--- src/rtl/store_queue_ctrl.sv ---
// Store-queue pointer and occupancy control.
// Tracks head (drain), commit pointer and tail (allocation) with explicit occupancy
// counts. Drains committed stores to the D-cache one per cycle. On a mispredict it
// discards speculative (uncommitted) stores.
module store_queue_ctrl #(
  parameter int unsigned SIZE_LSQ     = 32,
  parameter int unsigned SIZE_LSQ_LOG = 5,
  parameter int unsigned DISPATCH_W   = 4
) (
  input  logic                    clk,
  input  logic                    reset,
  input  logic                    dispatchValid_i,
  input  logic [SIZE_LSQ_LOG-1:0] cntStNew_i,
  input  logic [1:0]              commitStCnt_i,
  input  logic                    recover_i,
  input  logic                    drainReady_i,
  output logic [SIZE_LSQ_LOG-1:0] stqHead_o,
  output logic [SIZE_LSQ_LOG-1:0] stqTail_o,
  output logic [SIZE_LSQ_LOG:0]   stqInsts_o,
  output logic [SIZE_LSQ_LOG:0]   stqCommitted_o,
  output logic                    stallDispatch_o,
  output logic                    drainValid_o,
  output logic [SIZE_LSQ_LOG-1:0] drainIndex_o
);

  localparam int unsigned PW = SIZE_LSQ_LOG;
  localparam int unsigned CW = SIZE_LSQ_LOG + 1;
  // Stall once a full bundle might not fit.
  localparam logic [CW-1:0] StallThresh = CW'(SIZE_LSQ - DISPATCH_W);

  logic [PW-1:0] head_q, head_d;
  logic [PW-1:0] tail_q, tail_d;
  logic [PW-1:0] commit_ptr_q, commit_ptr_d;
  logic [CW-1:0] insts_q, insts_d;
  logic [CW-1:0] committed_q, committed_d;

  logic          stall;
  logic          drain_valid;
  logic          disp_fire;
  logic          drain_fire;
  logic [CW-1:0] disp_n;
  logic [CW-1:0] cm_n;
  logic [CW-1:0] dr_n;

  assign stall       = (insts_q > StallThresh);
  assign drain_valid = (committed_q != '0);
  assign disp_fire   = dispatchValid_i & ~stall & ~recover_i;
  assign drain_fire  = drain_valid & drainReady_i;
  assign disp_n      = disp_fire ? CW'(cntStNew_i) : '0;
  assign cm_n        = CW'(commitStCnt_i);
  assign dr_n        = CW'(drain_fire);

  // Next pointer/count state; recovery rewinds tail to the (updated) commit pointer.
  always_comb begin
    head_d       = head_q + PW'(dr_n);
    commit_ptr_d = commit_ptr_q + PW'(cm_n);
    committed_d  = committed_q + cm_n - dr_n;
    tail_d       = tail_q + PW'(disp_n);
    insts_d      = insts_q + disp_n - dr_n;
    if (recover_i) begin
      tail_d  = commit_ptr_q + PW'(cm_n);
      insts_d = committed_q + cm_n - dr_n;
    end
  end

  // State registers with synchronous reset that discards everything.
  always_ff @(posedge clk) begin
    if (reset) begin
      head_q       <= '0;
      tail_q       <= '0;
      commit_ptr_q <= '0;
      insts_q      <= '0;
      committed_q  <= '0;
    end else begin
      head_q       <= head_d;
      tail_q       <= tail_d;
      commit_ptr_q <= commit_ptr_d;
      insts_q      <= insts_d;
      committed_q  <= committed_d;
    end
  end

  assign stqHead_o       = head_q;
  assign stqTail_o       = tail_q;
  assign stqInsts_o      = insts_q;
  assign stqCommitted_o  = committed_q;
  assign stallDispatch_o = stall;
  assign drainValid_o    = drain_valid;
  assign drainIndex_o    = head_q;

endmodule

--- config.mk ---
export PLATFORM = sky130hd
export DESIGN_NAME = store_queue_ctrl
export DESIGN_NICKNAME = d
export VERILOG_FILES = /design/src/rtl/store_queue_ctrl.sv
export SDC_FILE = /design/constraint.sdc
export NUM_CORES = 1
export LEC_CHECK = 0
export BUFFER_PORTS_ARGS = -buffer_cell sky130_fd_sc_hd__buf_2
export CAP_MARGIN = 20
export CORE_UTILIZATION = 38
export CTS_BUF_LIST = sky130_fd_sc_hd__clkbuf_4
export DETAILED_ROUTE_END_ITERATION = 8
export PLACE_DENSITY_LB_ADDON = 0.25
export SLEW_MARGIN = 20
export SYNTH_ARGS = -nofsm -noshare
export SYNTH_HDL_FRONTEND = slang
export SYNTH_SLANG_ARGS = --single-unit
--- constraint.sdc ---
create_clock -name clk -period 4 [get_ports clk]
set_input_delay 0.4 -clock clk [delete_from_list [all_inputs] [get_ports clk]]
set_output_delay 0.4 -clock clk [all_outputs]
set_load 0.05 [all_outputs]
## After elaboration in Yosys (flattened, before gate mapping)

Cells that the tools add are included.

| storage, ports and cells | value |
|---|---|
| word-level logic and storage cells | 22 |
| register bits after elaboration | 27 |
| bits of input ports | 12 |
| output and inout port bits | 29 |

| cells by class | value |
|---|---|
| bitwise operators | 5 |
| $add $sub $neg | 7 |
| reductions and logical operators | 1 |
| multiplexer cells | 3 |
| $lt $le $gt $ge | 1 |

Operators by type and width:

| kind | number |
|---|---|
| 6-bit by 1-bit subtractor with 6-bit output | 2 |
| 5-bit 2-to-1 mux | 2 |
| 6-bit by 2-bit adder with 6-bit output | 1 |
| 6-bit by 5-bit adder with 6-bit output | 1 |
| 6-bit by 5-bit greater-than comparator with 1-bit output (second input constant) | 1 |
| 6-bit 2-to-1 mux | 1 |
| 6-bit nonzero test | 1 |
| 5-bit by 1-bit adder with 5-bit output | 1 |
| 5-bit by 2-bit adder with 5-bit output | 1 |
| 5-bit adder | 1 |
| 1-bit bitwise AND | 3 |
| 1-bit inverter | 2 |

## Depth between registers and ports, before layout

| depth | value |
|---|---|
| depth after elaboration | 8 |
| gate-level depth with buffers | 14 |
| depth with buffers taken out | 14 |

## Worst setup path before layout

Ideal clock, no wire load.

| path | value |
|---|---|
| path type | register -> register |
| start point | register committed_q[2] (netlist: stqCommitted_o[2]) |
| end point | register insts_q[4] (netlist: stqInsts_o[4]) |
| data required time | 3882 ps |
| setup time | 118 ps |
| stages on the path, launching flop included | 15 |
| data arrival time | 3062 ps |
| period minus slack after synthesis | 3180 ps |
| path slack | 820 ps |
| cell sequence | dfxtp_1 -> inv_1 -> ha_1 -> nand4_1 -> and2_1 -> ha_1 -> inv_1 -> ha_1 -> inv_1 -> fa_1 -> inv_1 -> a21o_1 -> a21oi_1 -> xnor2_1 -> o2bb2ai_1 |

| on the way | value |
|---|---|
| word-level cells in the longest chain between the ends | 4 |

RTL lines:

| item | line | text |
|---|---|---|
| start: declaration | 35 | `logic [CW-1:0] committed_q, committed_d;` |
| start signal: assignment | 79 | `committed_q <= committed_d;` |
| 6-bit nonzero test * | 46 | `assign drain_valid = (committed_q != '0);` |
| via drainValid_o | 22 | `output logic drainValid_o,` |
| 1-bit bitwise AND * | 48 | `assign drain_fire = drain_valid & drainReady_i;` |
| 6-bit by 1-bit subtractor with 6-bit output (on tied branches) | 59, 62 |  |
| 6-bit 2-to-1 mux * | 60 | `if (recover_i) begin` |
| end signal: assignment | 78 | `insts_q <= insts_d;` |
| end: declaration | 34 | `logic [CW-1:0] insts_q, insts_d;` |

The timed path passes the listed nets; every way through them passes the cells marked *.
A chain may end at the register's enable or synchronous reset.

## Final worst setup path

| path | value |
|---|---|
| start point | register insts_q[1] (netlist: stqInsts_o[1]) |
| end point | register insts_q[5] (netlist: stqInsts_o[5]) |

| on the way | value |
|---|---|
| word-level cells in the longest chain between the ends | 8 |

RTL lines:

| item | line | text |
|---|---|---|
| 6-bit by 5-bit greater-than comparator with 1-bit output | 45 | `assign stall = (insts_q > StallThresh);` |
| 1-bit inverter | 47 | `assign disp_fire = dispatchValid_i & ~stall & ~recover_i;` |
| 1-bit bitwise AND (2 in a row) | 47 |  |
| 5-bit 2-to-1 mux | 49 | `assign disp_n = disp_fire ? CW'(cntStNew_i) : '0;` |
| 6-bit by 5-bit adder with 6-bit output * | 59 | `insts_d = insts_q + disp_n - dr_n;` |
| 6-bit by 1-bit subtractor with 6-bit output * | 59 |  |
| 6-bit 2-to-1 mux * | 60 |  |

Mark *: on every way between the ends. The rest lies on a longest branch, timed or not.

==> flow_metrics.py <==
metrics = {
    "power_and_ir_drop": {
        "pwr-share-comb_pct": 68.2,
        "power.density_nw_per_um2": 806,
        "intPower_uw": 804,
        "ir_drop_mv": 0.467,
        "p_total_mw": 1.63,
        "clockPowerShare_pct": 8.0,
        "leakagePower_nw": 1.06,
        "p_seq_share_pct": 23.8,
        "switching_share_pct": 50.8,
        "power_switching_uw": 829,
    },
    "floorplanning": {
        "fp.coreArea_um2": 4440,
        "dieHeight_um": 70.6,
        "start_util_pct": 40.2,
        "die_area_um2": 4980,
        "io_pins": 41,
        "row_count": 24,
        "die_x_um": 70.6,
    },
    "finish": {
        "area_growth_pct": 13.4,
        "fin_util_pct": 45.6,
        "insertedDiodeCount": 0,
        "drive_above_1_share_pct": 21.2,
        "fin_nets": 280,
    },
    "grt": {
        "grt_pass1_vias": 1303,
        "grt_use_total_pct": 15.3,
        "grt-ovfl-total": 0,
        "grt_pass1_wl_um": 6000,
        "antenna_found_initial": 0,
        "grt_max_degree": 27,
    },
    "timing": {
        "finalWorstPathRequiredPeriod_ns": 2.67,
        "hold_viol": 0,
        "tightestPinTransition_ns": 0.482,
        "grt_setup_unrepaired": "no",
        "setup_tns_ns": 0,
        "slew_headroom_pct": 67.9,
        "fmaxAchievable_mhz": 374,
        "clock_skew_ns": 0.0114,
        "postLayoutSetupSlackWorst_ns": 1.33,
        "finalCritPeriodShare_pct": 66.8,
        "maxSlewViolCount": 0,
        "finalSetupViolCount": 0,
    },
    "clocking": {
        "cts_hold_buffers": 0,
        "cts_resized": 0,
        "clk_pin_slew_worst_paths_ns": 0.15,
        "numClockSinks": 27,
        "post_cts_buffers": 0,
        "numCtsBuffers": 3,
        "clk_path_buf_depth": 2,
        "root_buffer": "clkbuf_4",
        "htree_levels": 1,
        "clk_latency_ns": 0.34,
        "cts_tree": "built",
    },
    "drt": {
        "drtPass1Iterations": 6,
        "antenna_left": 0,
        "drt-initial-drc-count": 42,
        "wl_per_cell_um": 12.3,
        "via_per_inst": 4.73,
        "wl_um": 3530,
        "vias": 1363,
        "drcViolationCount": 6,
    },
    "synth": {
        "synth-async-reset-ratio_pct": 0,
        "synthTopCellsByCount": "inv_1, dfxtp_1, ha_1",
        "synth_top_area_cell": "dfxtp_1",
        "synthTopCellsByArea": "dfxtp_1, ha_1, inv_1",
        "yosysWarnings": 0,
        "synth_cells": 201,
        "post-synth-top-count-cell": "inv_1",
        "seq_area_frac_synth_pct": 30.3,
        "synth_nets": 244,
        "synth_cell_types": 34,
        "synth_enable_flop_cells": 0,
        "synth_top_area_share_pct": 30.3,
        "ys_ff_latch": 27,
        "syn_area_um2": 1790,
        "avgSynthCellArea_um2": 8.89,
        "ys.flop_type": "dfxtp_1",
    },
    "placement": {
        "io_buffers": 40,
        "pre_cts_ws_ns": 1.24,
        "dp_hpwl_um": 2820,
        "gp_congestion": 0.798,
    },
    "worst_setup_path": {
        "critPathRequiredTime_ns": 4.27,
        "slowest_delay_ns": 0.36,
        "cpLargestDelayFamily": "compound AO/OA/AOI/OAI gates",
        "cp_max_fo": 5,
        "path_buf_inv": 1,
        "cp-end-kind": "register",
        "critical_path_class": "register to register",
        "start_kind": "register",
        "arrival_ns": 2.95,
        "cp_cell_sequence": "o2111ai_1 > and4b_1 > nand2_1 > ha_1 > inv_1 > ha_1 > a211oi_2 > o21bai_1 > a21oi_1 > xnor2_1 > a211oi_2",
        "crit_path_top_delay_cell": "dfxtp_1",
    },
    "run": {
        "cap_violations": 0,
    },
    "outcome": {
        "violations": "DRC",
        "status": "finished with violations",
    },
    "hold_path": {
        "min_path_type": "input port to register",
    },
}
[power groups by stage]
stage / combinational (mW) / clock [mW] / sequential [mW]
2_1_floorplan: 0.688 / 0 / 0.606
3_3_place_gp: 1.11 / 0 / 0.397
3_5_place_dp: 1.11 / 0 / 0.396
4_1_cts: 1.12 / 0.139 / 0.390
5_1_grt: 1.23 / 0.147 / 0.396
6_report: 1.11 / 0.131 / 0.389
[final timing paths]
kind         slack (ns)                          to                  startpoint  cells after the start
min                0.41    stqInsts_o[1]$_SDFF_PP0_                   recover_i                      2
max                1.33    stqInsts_o[5]$_SDFF_PP0_    stqInsts_o[1]$_SDFF_PP0_                     11
min reg2reg        0.54  commit_ptr_q[4]$_SDFF_PP0_  commit_ptr_q[4]$_SDFF_PP0_                      2
max reg2reg        1.33    stqInsts_o[5]$_SDFF_PP0_    stqInsts_o[1]$_SDFF_PP0_                     11
[worst reg2reg max path, cell delays in order, from the launching register on]
cell	delay, ns
dfxtp_1	0.36
o2111ai_1	0.29
and4b_1	0.33
nand2_1	0.13
ha_1	0.34
inv_1	0.05
ha_1	0.31
a211oi_2	0.22
o21bai_1	0.10
a21oi_1	0.18
xnor2_1	0.10
a211oi_2	0.20
[logic make-up after synthesis]
group / synth area share, %
buffers and inverters: 11.3
and+or+nand+nor: 13.7
adders and majority gates: 23.4
AOI/OAI and AO/OA: 11.9
DFF: 30.3
xor gates and xnor gates: 7.84
muxes: 1.68
[flip-flops by register name (all words and copies together) (netlist names)]
name            cells
stqInsts_o          6
stqTail_o           5
drainIndex_o        5
commit_ptr_q        5
stqCommitted_o      6
[area by class of cell]
class,count,area [µm²]
sequential,27,541
multi-input combinational,127,1040
fill,449,2420
clock buffer,4,30.0
tap,52,65.1
inverter,38,145
timing repair buffer,40,200
[through the flow]
stage	cells	area (µm²)	hold WS [ns]
floorplan	201	1790	0.465
global placement	284	2000	0.512
detailed placement	284	2000	0.520
CTS	288	2030	0.398
global route	288	2030	0.429
finish	288	2030	0.407
[metal layers]
metal	GRT usage (%)	share of wire (%)	vias to the layer above
met2	24.9	46	27
met4	3.33	0.82	0
met5	0	0	-
li1	-	-	716
met3	3.56	4.3	4
met1	20.9	49	616
[cell usage in the layout, fill, tap and decap left out]
| master | n |
|---|---|
| o2bb2ai_1 | 1 |
| inv_4 | 1 |
| o21bai_1 | 2 |
| a211o_1 | 1 |
| nor2b_1 | 10 |
| inv_1 | 37 |
| or3_1 | 1 |
| mux2i_1 | 3 |
| o21ai_0 | 3 |
| a2bb2oi_1 | 2 |
| o2111ai_1 | 1 |
| fa_1 | 4 |
| a21boi_2 | 1 |
| and2_1 | 1 |
| dfxtp_1 | 27 |
| a211oi_1 | 2 |
| a21o_1 | 3 |
| nand2_2 | 1 |
| nand2b_1 | 4 |
| nand4_1 | 1 |
| clkbuf_4 | 4 |
| o21ba_1 | 1 |
| xor2_1 | 4 |
| xnor2_1 | 12 |
| nor2_1 | 14 |
| a211oi_2 | 2 |
| nand3_1 | 4 |
| a21oi_1 | 11 |
| and3b_1 | 1 |
| buf_2 | 40 |
| nand2_1 | 8 |
| nor3_2 | 1 |
| and4b_1 | 1 |
| ha_1 | 27 |
Note: power is estimated with default switching activity, not from simulation.
